===== src/rtl/uart_pkg.sv =====
`default_nettype none
// ============================================================================
//  Module      : uart_pkg
//  Description : Shared types and helpers for the UART receiver: receiver
//                state encoding and the baud divider calculation.
//  Revision    : 1.0 - initial release
// ============================================================================
package uart_pkg;

    // Receiver FSM states, explicitly 3 bits wide.
    typedef enum logic [2:0] {
        IDLE     = 3'd0,
        START    = 3'd1,
        DATA     = 3'd2,
        STOP     = 3'd3,
        BRK_WAIT = 3'd4
    } state_t;

    // Clock cycles per oversample tick (integer division, truncating).
    function automatic int calc_div(input int clk_freq, input int baud, input int oversample);
        return clk_freq / (baud * oversample);
    endfunction

endpackage : uart_pkg
`default_nettype wire


===== src/rtl/uart_receiver_baud_tick_gen.sv =====
`default_nettype none
// ============================================================================
//  Module      : baud_tick_gen
//  Description : Free-running divider producing a one-clk oversample tick
//                every DIV clocks; restart re-aligns the phase to zero.
//  Revision    : 1.0 - initial release
// ============================================================================
module baud_tick_gen #(
    parameter int DIV = 651
) (
    input  logic clk,
    input  logic reset,     // synchronous, active-low
    input  logic restart,
    output logic tick
);

    localparam int                C_W    = (DIV > 1) ? $clog2(DIV) : 1;
    localparam logic [C_W-1:0]    C_LAST = C_W'(DIV - 1);

    logic [C_W-1:0] r_cnt;

    // Divider counter: 0..DIV-1, forced back to 0 on restart.
    always_ff @(posedge clk) begin
        if (!reset) begin
            r_cnt <= '0;
        end else if (restart || (r_cnt == C_LAST)) begin
            r_cnt <= '0;
        end else begin
            r_cnt <= r_cnt + 1'b1;
        end
    end

    assign tick = (r_cnt == C_LAST);

endmodule : baud_tick_gen
`default_nettype wire


===== src/rtl/uart_receiver.sv =====
`default_nettype none
// ============================================================================
//  Module      : uart_receiver
//  Description : 8N1 UART receiver with 3-sample majority vote, framing
//                error detection and break absorption. Good bytes are
//                presented with a one-clk ready pulse.
//  Revision    : 1.0 - initial release
// ============================================================================
module uart_receiver
    import uart_pkg::*;
#(
    parameter int CLK_FREQ   = 100_000_000,
    parameter int BAUD       = 9600,
    parameter int OVERSAMPLE = 16
) (
    input  logic       clk,
    input  logic       reset,          // synchronous, active-low
    input  logic       rx,
    output logic [7:0] rx_data,
    output logic       rx_data_ready,
    output logic       frame_error,
    output logic       busy
);

    localparam int              C_DIV   = calc_div(CLK_FREQ, BAUD, OVERSAMPLE);
    localparam int              C_TW    = $clog2(OVERSAMPLE);
    localparam int              C_MID   = OVERSAMPLE / 2;
    localparam logic [C_TW-1:0] C_T_MM1 = C_TW'(C_MID - 1);
    localparam logic [C_TW-1:0] C_T_MID = C_TW'(C_MID);
    localparam logic [C_TW-1:0] C_T_MP1 = C_TW'(C_MID + 1);
    localparam logic [C_TW-1:0] C_T_END = C_TW'(OVERSAMPLE - 1);

    state_t          r_state;
    state_t          w_state_nxt;
    logic [1:0]      r_sync;
    logic            w_rx_s;
    logic            w_tick;
    logic [C_TW-1:0] r_tick_cnt;
    logic [2:0]      r_bit_cnt;
    logic            r_samp0;
    logic            r_samp1;
    logic            w_vote;
    logic            w_at_dec;
    logic            w_at_end;
    logic [7:0]      r_shift;
    logic [7:0]      r_rx_data;
    logic            r_ready;
    logic            r_ferr;

    // FSM control strobes
    logic            w_restart;
    logic            w_clr_tick;
    logic            w_clr_bit;
    logic            w_shift;
    logic            w_bit_inc;
    logic            w_deliver;
    logic            w_set_ferr;

    // Two-flop synchronizer, preset high so reset never looks like a start edge.
    always_ff @(posedge clk) begin
        if (!reset) begin
            r_sync <= 2'b11;
        end else begin
            r_sync <= {r_sync[0], rx};
        end
    end

    assign w_rx_s = r_sync[1];

    baud_tick_gen #(
        .DIV     (C_DIV)
    ) u_tick (
        .clk     (clk),
        .reset   (reset),
        .restart (w_restart),
        .tick    (w_tick)
    );

    // Decision points inside a bit and the majority of the three mid-bit samples.
    assign w_at_dec = w_tick && (r_tick_cnt == C_T_MP1);
    assign w_at_end = w_tick && (r_tick_cnt == C_T_END);
    assign w_vote   = (r_samp0 & r_samp1) | (r_samp0 & w_rx_s) | (r_samp1 & w_rx_s);

    // State register.
    always_ff @(posedge clk) begin
        if (!reset) begin
            r_state <= IDLE;
        end else begin
            r_state <= w_state_nxt;
        end
    end

    // Next-state and control strobes.
    always_comb begin
        w_state_nxt = r_state;
        w_restart   = 1'b0;
        w_clr_tick  = 1'b0;
        w_clr_bit   = 1'b0;
        w_shift     = 1'b0;
        w_bit_inc   = 1'b0;
        w_deliver   = 1'b0;
        w_set_ferr  = 1'b0;
        case (r_state)
            IDLE: begin
                if (!w_rx_s) begin
                    w_state_nxt = START;
                    w_restart   = 1'b1;
                    w_clr_tick  = 1'b1;
                    w_clr_bit   = 1'b1;
                end
            end
            START: begin
                if (w_at_dec && w_vote) begin
                    w_state_nxt = IDLE;     // false start: line went back high
                end else if (w_at_end) begin
                    w_state_nxt = DATA;
                end
            end
            DATA: begin
                w_shift = w_at_dec;
                if (w_at_end) begin
                    if (r_bit_cnt == 3'd7) begin
                        w_state_nxt = STOP;
                    end else begin
                        w_bit_inc = 1'b1;
                    end
                end
            end
            STOP: begin
                // Leaving at mid-stop leaves half a bit of resync margin.
                if (w_at_dec) begin
                    if (w_vote) begin
                        w_deliver   = 1'b1;
                        w_state_nxt = IDLE;
                    end else begin
                        w_set_ferr  = 1'b1;
                        w_clr_tick  = 1'b1;
                        w_state_nxt = BRK_WAIT;
                    end
                end
            end
            BRK_WAIT: begin
                // tick_cnt counts consecutive high ticks; any low restarts it.
                if (w_tick) begin
                    if (!w_rx_s) begin
                        w_clr_tick = 1'b1;
                    end else if (r_tick_cnt == C_T_END) begin
                        w_state_nxt = IDLE;
                    end
                end
            end
            default: begin
                w_state_nxt = IDLE;
            end
        endcase
    end

    // Tick and bit counters.
    always_ff @(posedge clk) begin
        if (!reset) begin
            r_tick_cnt <= '0;
            r_bit_cnt  <= '0;
        end else begin
            if (w_clr_tick) begin
                r_tick_cnt <= '0;
            end else if (w_tick) begin
                r_tick_cnt <= (r_tick_cnt == C_T_END) ? '0 : r_tick_cnt + 1'b1;
            end
            if (w_clr_bit) begin
                r_bit_cnt <= '0;
            end else if (w_bit_inc) begin
                r_bit_cnt <= r_bit_cnt + 1'b1;
            end
        end
    end

    // Mid-bit samples and LSB-first shift register.
    always_ff @(posedge clk) begin
        if (!reset) begin
            r_samp0 <= 1'b1;
            r_samp1 <= 1'b1;
            r_shift <= '0;
        end else begin
            if (w_tick && (r_tick_cnt == C_T_MM1)) begin
                r_samp0 <= w_rx_s;
            end
            if (w_tick && (r_tick_cnt == C_T_MID)) begin
                r_samp1 <= w_rx_s;
            end
            if (w_shift) begin
                r_shift <= {w_vote, r_shift[7:1]};
            end
        end
    end

    // Output byte, ready pulse and sticky framing error.
    always_ff @(posedge clk) begin
        if (!reset) begin
            r_rx_data <= 8'h00;
            r_ready   <= 1'b0;
            r_ferr    <= 1'b0;
        end else begin
            r_ready <= w_deliver;
            if (w_deliver) begin
                r_rx_data <= r_shift;
                r_ferr    <= 1'b0;
            end else if (w_set_ferr) begin
                r_ferr    <= 1'b1;
            end
        end
    end

    assign rx_data       = r_rx_data;
    assign rx_data_ready = r_ready;
    assign frame_error   = r_ferr;
    assign busy          = (r_state != IDLE);

endmodule : uart_receiver
`default_nettype wire


===== config.mk =====
export PLATFORM = sky130hd
export DESIGN_NAME = uart_receiver
export DESIGN_NICKNAME = d
export VERILOG_FILES = /design/src/rtl/uart_pkg.sv /design/src/rtl/uart_receiver_baud_tick_gen.sv /design/src/rtl/uart_receiver.sv
export SDC_FILE = /design/constraint.sdc
export NUM_CORES = 1
export LEC_CHECK = 0
export BUFFER_PORTS_ARGS = -buffer_cell sky130_fd_sc_hd__clkbuf_2
export CAP_MARGIN = 20
export CORE_MARGIN = 3
export CORE_UTILIZATION = 58
export DETAILED_ROUTE_END_ITERATION = 8
export PLACE_DENSITY = 0.81
export SKIP_LAST_GASP = 1
export SYNTH_ARGS = -nofsm -noshare
export SYNTH_HDL_FRONTEND = slang
export SYNTH_SLANG_ARGS = --single-unit

===== constraint.sdc =====
create_clock -name clk -period 2.51 [get_ports clk]
set_clock_uncertainty 0.05 [all_clocks]
set_input_delay 0.251 -clock clk [delete_from_list [all_inputs] [get_ports clk]]
set_output_delay 0.251 -clock clk [all_outputs]
set_load 0.02 [all_outputs]

Word-level counts from Yosys, hierarchy flattened
Cells that the tools add are included.

storage, ports and cells
  register bits = 42
  bits of input ports = 3
  output and inout port bits = 11
  word-level logic and storage cells = 77

cells by class
  add/sub/neg operators = 3
  equal/unequal tests = 18
  multiplexer cells = 26
  bitwise logic cells = 6
  reduce and logical (&&, ||, !) cells = 13

operator list
  cell                   number
  $mux 3                 10
  $pmux 3 s5             1
  $ne 2x2->1 const B     7
  $mux 1                 13
  $eq 4x4->1 const B     3
  $add 10x1->10 const B  1
  $eq 10x10->1 const B   1
  $reduce_and 8->1       1
  $reduce_or 2->1        4
  $eq 3x2->1 const B     2
  $eq 3x3->1 const B     2
  $logic_and 1x1->1      5
  $add 4x1->4 const B    1
  $eq 4x3->1 const B     1
  $mux 4                 1
  $add 3x1->3 const B    1
  $and 1x1->1            3
  $eq 3x1->1 const B     1
  $logic_not 3->1        1
  $ne 3x3->1 const B     1
  $pmux 1 s3             1
  $reduce_bool 3->1      1
  $or 1x1->1             2
  $logic_or 1x1->1       1
  $not 1->1              1

Logic depth before layout (Yosys ltp)
  word-level depth = 7
  gate-level depth with buffers = 9

Hierarchy
A second synthesis with hierarchy kept.

unflattened totals
  cell total of the unflattened synthesis = 197
  area, all modules = 1921.8 sq um

modules (own cells, without submodules)
  module         instances  cells an instance  area an instance (sq um)  sequential area each (sq um)
  uart_receiver  1          147                1433.9                    640.6
  baud_tick_gen  1          50                 488.0                     200.2

Worst setup path after synthesis
OpenSTA, ideal clock, no wires.

  path kind = reg-to-reg
  start point = register u_tick.r_cnt[4]
  end point = register r_bit_cnt[1]
  setup time = 0.115 ns
  data arrival time = 2.054 ns
  data required time = 2.345 ns
  path slack = 0.291 ns
  stages on the path, launching flop included = 7
  buffers on the path = 1
  period minus slack after synthesis = 2.219 ns
  cells stage by stage = dfxtp_1 -> or4b_4 -> or3_4 -> or4_1 -> clkbuf_1 -> mux2i_1 -> nor2_1

on the way
  cells in the longest elaborated chain, start to end = 4

ends and longest elaborated chain
  item                    line                               RTL
  from (decl)             uart_receiver_baud_tick_gen.sv:20  logic [C_W-1:0] r_cnt;
  from (signal assigned)  uart_receiver_baud_tick_gen.sv:29  r_cnt <= r_cnt + 1'b1;
  $eq 10x10->1            uart_receiver_baud_tick_gen.sv:33  assign tick = (r_cnt == C_LAST);
  $logic_and 1x1->1       uart_receiver.sv:81                assign w_at_end = w_tick && (r_tick_cnt == C_T_END);
  $mux 1                  uart_receiver.sv:121               if (w_at_end) begin
  $mux 1                  uart_receiver.sv:103               case (r_state)
  to (signal assigned)    uart_receiver.sv:172               r_bit_cnt <= r_bit_cnt + 1'b1;
  to (decl)               uart_receiver.sv:39                logic [2:0] r_bit_cnt;

Every way passes these cells.
A chain may end at the register's enable or synchronous reset.

Worst setup path after layout
Ends and elaborated chain as after synthesis.

==> reports/metrics.csv <==
metric;value;unit
outcome;finished, final reports clean;
syn_nets;203;
fillers;247;
synth-edff-count;0;
wl_per_cell;13.37;um
slew_headroom;59.43;%
gr-usage-all-layers;18.63;%
fmax;418.8;MHz
yosysTopAreaCell;dfxtp_1;
avgSynthCellArea;9.556;um2
synth-main-ff-cell;dfxtp_1;
end_kind;register;
antenna_left;0;
power_density;619.3;nW/um2
cts_root_buf;clkbuf_4;
worstPathMaxFanout;11;
criticalPathCategory;register to register;
firstDrtPassIters;4;
irDropWorstVdd;0.3230;mV
synth-async-reset-ratio;0;%
finalCritPeriodShare;95.12;%
p_leak;0.8060;nW
cts_buffers;5;
cts_tree;built;
die_w;62.39;um
power;1.242;mW
wirelength;3316;um
regArea;840.8;um2
drive_above_1_share;12.14;%
yosysUniqueCellTypes;39;
antenna_found_initial;0;
grt.overflow.total;0;
synth_area_leaders;dfxtp_1, mux2i_1, ha_1, nor2_1, nand2_1;
ys_ff_latch;42;
area_delta_synth_final;8.751;%
r2r_slack;0.12;ns
cts.sinks;42;
maxCapViolCount;0;
cts.repair.resized;0;
postSynthCellCount;193;
post_cts.repair.setup_buffers;0;
ys_seq_area_share;45.59;%
fin_tns_setup;0;ns
place.port_buffers;13;
tightest_slew;0.6072;ns
coreArea;2900;um2
hp-class;primary input to register;
synth_top_area_share;45.59;%
fin_crit;2.388;ns
cp.required;2.71;ns
rows;19;
clockBufferDepth;2;
grt_max_degree;23;
cts.htree.levels;2;
worstSetupStartpointType;register;
hold_buffers;0;
slew_violations;0;
drtIter0Drc;85;
n_antenna_cell;0;
vias;1386;
path_clk_slew;0.12;ns
dp_hpwl;2451;um
gp_congestion;0.7624;
drc;0;
io_pins;14;
syn_area;1844;um2
yosysWarnings;0;
multiInputGateArea;945.9;um2
fp.dieArea;3893;um2
viasPerCell;5.589;
initial_core_util;63.59;%
die_y;62.39;um
grt_setup_unrepaired;no;
setup_viol;0;
fin_nets;215;
arrival;2.59;ns
clk_latency;0.35;ns
grt_pass1_vias;1270;
grt_pass1_wl;5768;um
hold_viol;0;
synthesized netlist by cell type, types with 3 or more instances:
cell type,instances
nand2b_1,4
xor2_1,5
and3_1,4
inv_1,3
xnor2_1,7
nor3_1,4
a22o_1,8
nand3b_1,3
ha_1,7
nor2_1,22
a21oi_1,4
nand2_1,19
nand3_1,7
mux2i_1,14
dfxtp_1,42
clkbuf_1,8
nor2b_1,9
stage by stage:
step,area (um2),hold WS [ns],setup slack (ns),util (%),instances
CTS,2006,0.02611,0.1089,69.15,248
floorplan,1844,0.3025,0.2914,-,193
detailed placement,1931,0.3595,0.1372,66.57,240
global placement,1931,0.3487,0.2023,66.57,240
global route,2006,0.02226,0.05756,69.15,248
finish,2006,0.03407,0.1224,69.15,248
final cells by class:
class	count	share of cell area, %
clock buffer	7	2.246
sequential	42	41.92
clock inverter	1	1.497
timing repair buffer	15	3.993
multi-input combinational	138	47.16
inverter	3	0.5614
tap	42	2.620
power breakdown:
| group | internal (mW) | switching [mW] | total [mW] |
|---|---|---|---|
| Combinational | 0.0484 | 0.0649 | 0.113 |
| Sequential | 0.682 | 0.0292 | 0.711 |
| Clock | 0.211 | 0.206 | 0.418 |
cell families (layout without fill, tap and decap cells):
family                     count (synthesis)  count (layout)  synth area share, %
AOI/OAI and AO/OA                         20              20                8.617
xor gates and xnor gates                  12              12                5.699
adders and majority gates                  8               8                5.292
buffers and inverters                     13              26                3.120
DFF                                       42              42                45.59
muxes                                     14              14                7.598
and+or+nand+nor                           84              84                24.08
flip-flops by register name (all words and copies together), names as in the netlist:
name	flops
frame_error	1
r_bit_cnt	3
r_samp0	1
r_samp1	1
r_shift	8
r_state	3
r_sync	2
r_tick_cnt	4
rx_data	8
rx_data_ready	1
u_tick.r_cnt	10
routing by layer:
layer  vias to the layer above  global-route usage (%)  share of wire (%)
met4                         0                   9.091                1.7
met5                         -                       0                  0
li1                        688                       -                  -
met1                       659                   21.83                 43
met2                        34                   31.85                 51
met3                         5                   4.496                4.3
worst paths after layout:
path	from	endpoint	cells past startpoint
max	u_tick.r_cnt[4]	r_bit_cnt[1]	5
min	rx	r_sync[0]	2
max reg2reg	u_tick.r_cnt[4]	r_bit_cnt[1]	5
min reg2reg	r_sync[0]	r_sync[1]	1
cells in the final DEF (no fill, tap or decap), types with 3 or more instances in the layout:
master	instances
nor3_1	4
xor2_1	5
xnor2_1	7
clkbuf_2	13
nor2_1	22
a21oi_1	4
ha_1	7
dfxtp_1	42
nand3_1	7
nand3b_1	3
inv_1	3
a22o_1	8
and3_1	4
nand2b_1	4
nand2_1	19
nor2b_1	9
mux2i_1	14
clkbuf_4	5
critical path, stage by stage (launching register included):
cell and delay (ns):
dfxtp_1 0.36, or4b_4 0.55, or3_4 0.46, or4_1 0.62, mux2i_1 0.20, nor2_1 0.06
No activity file was read; power rests on OpenSTA's default activity.
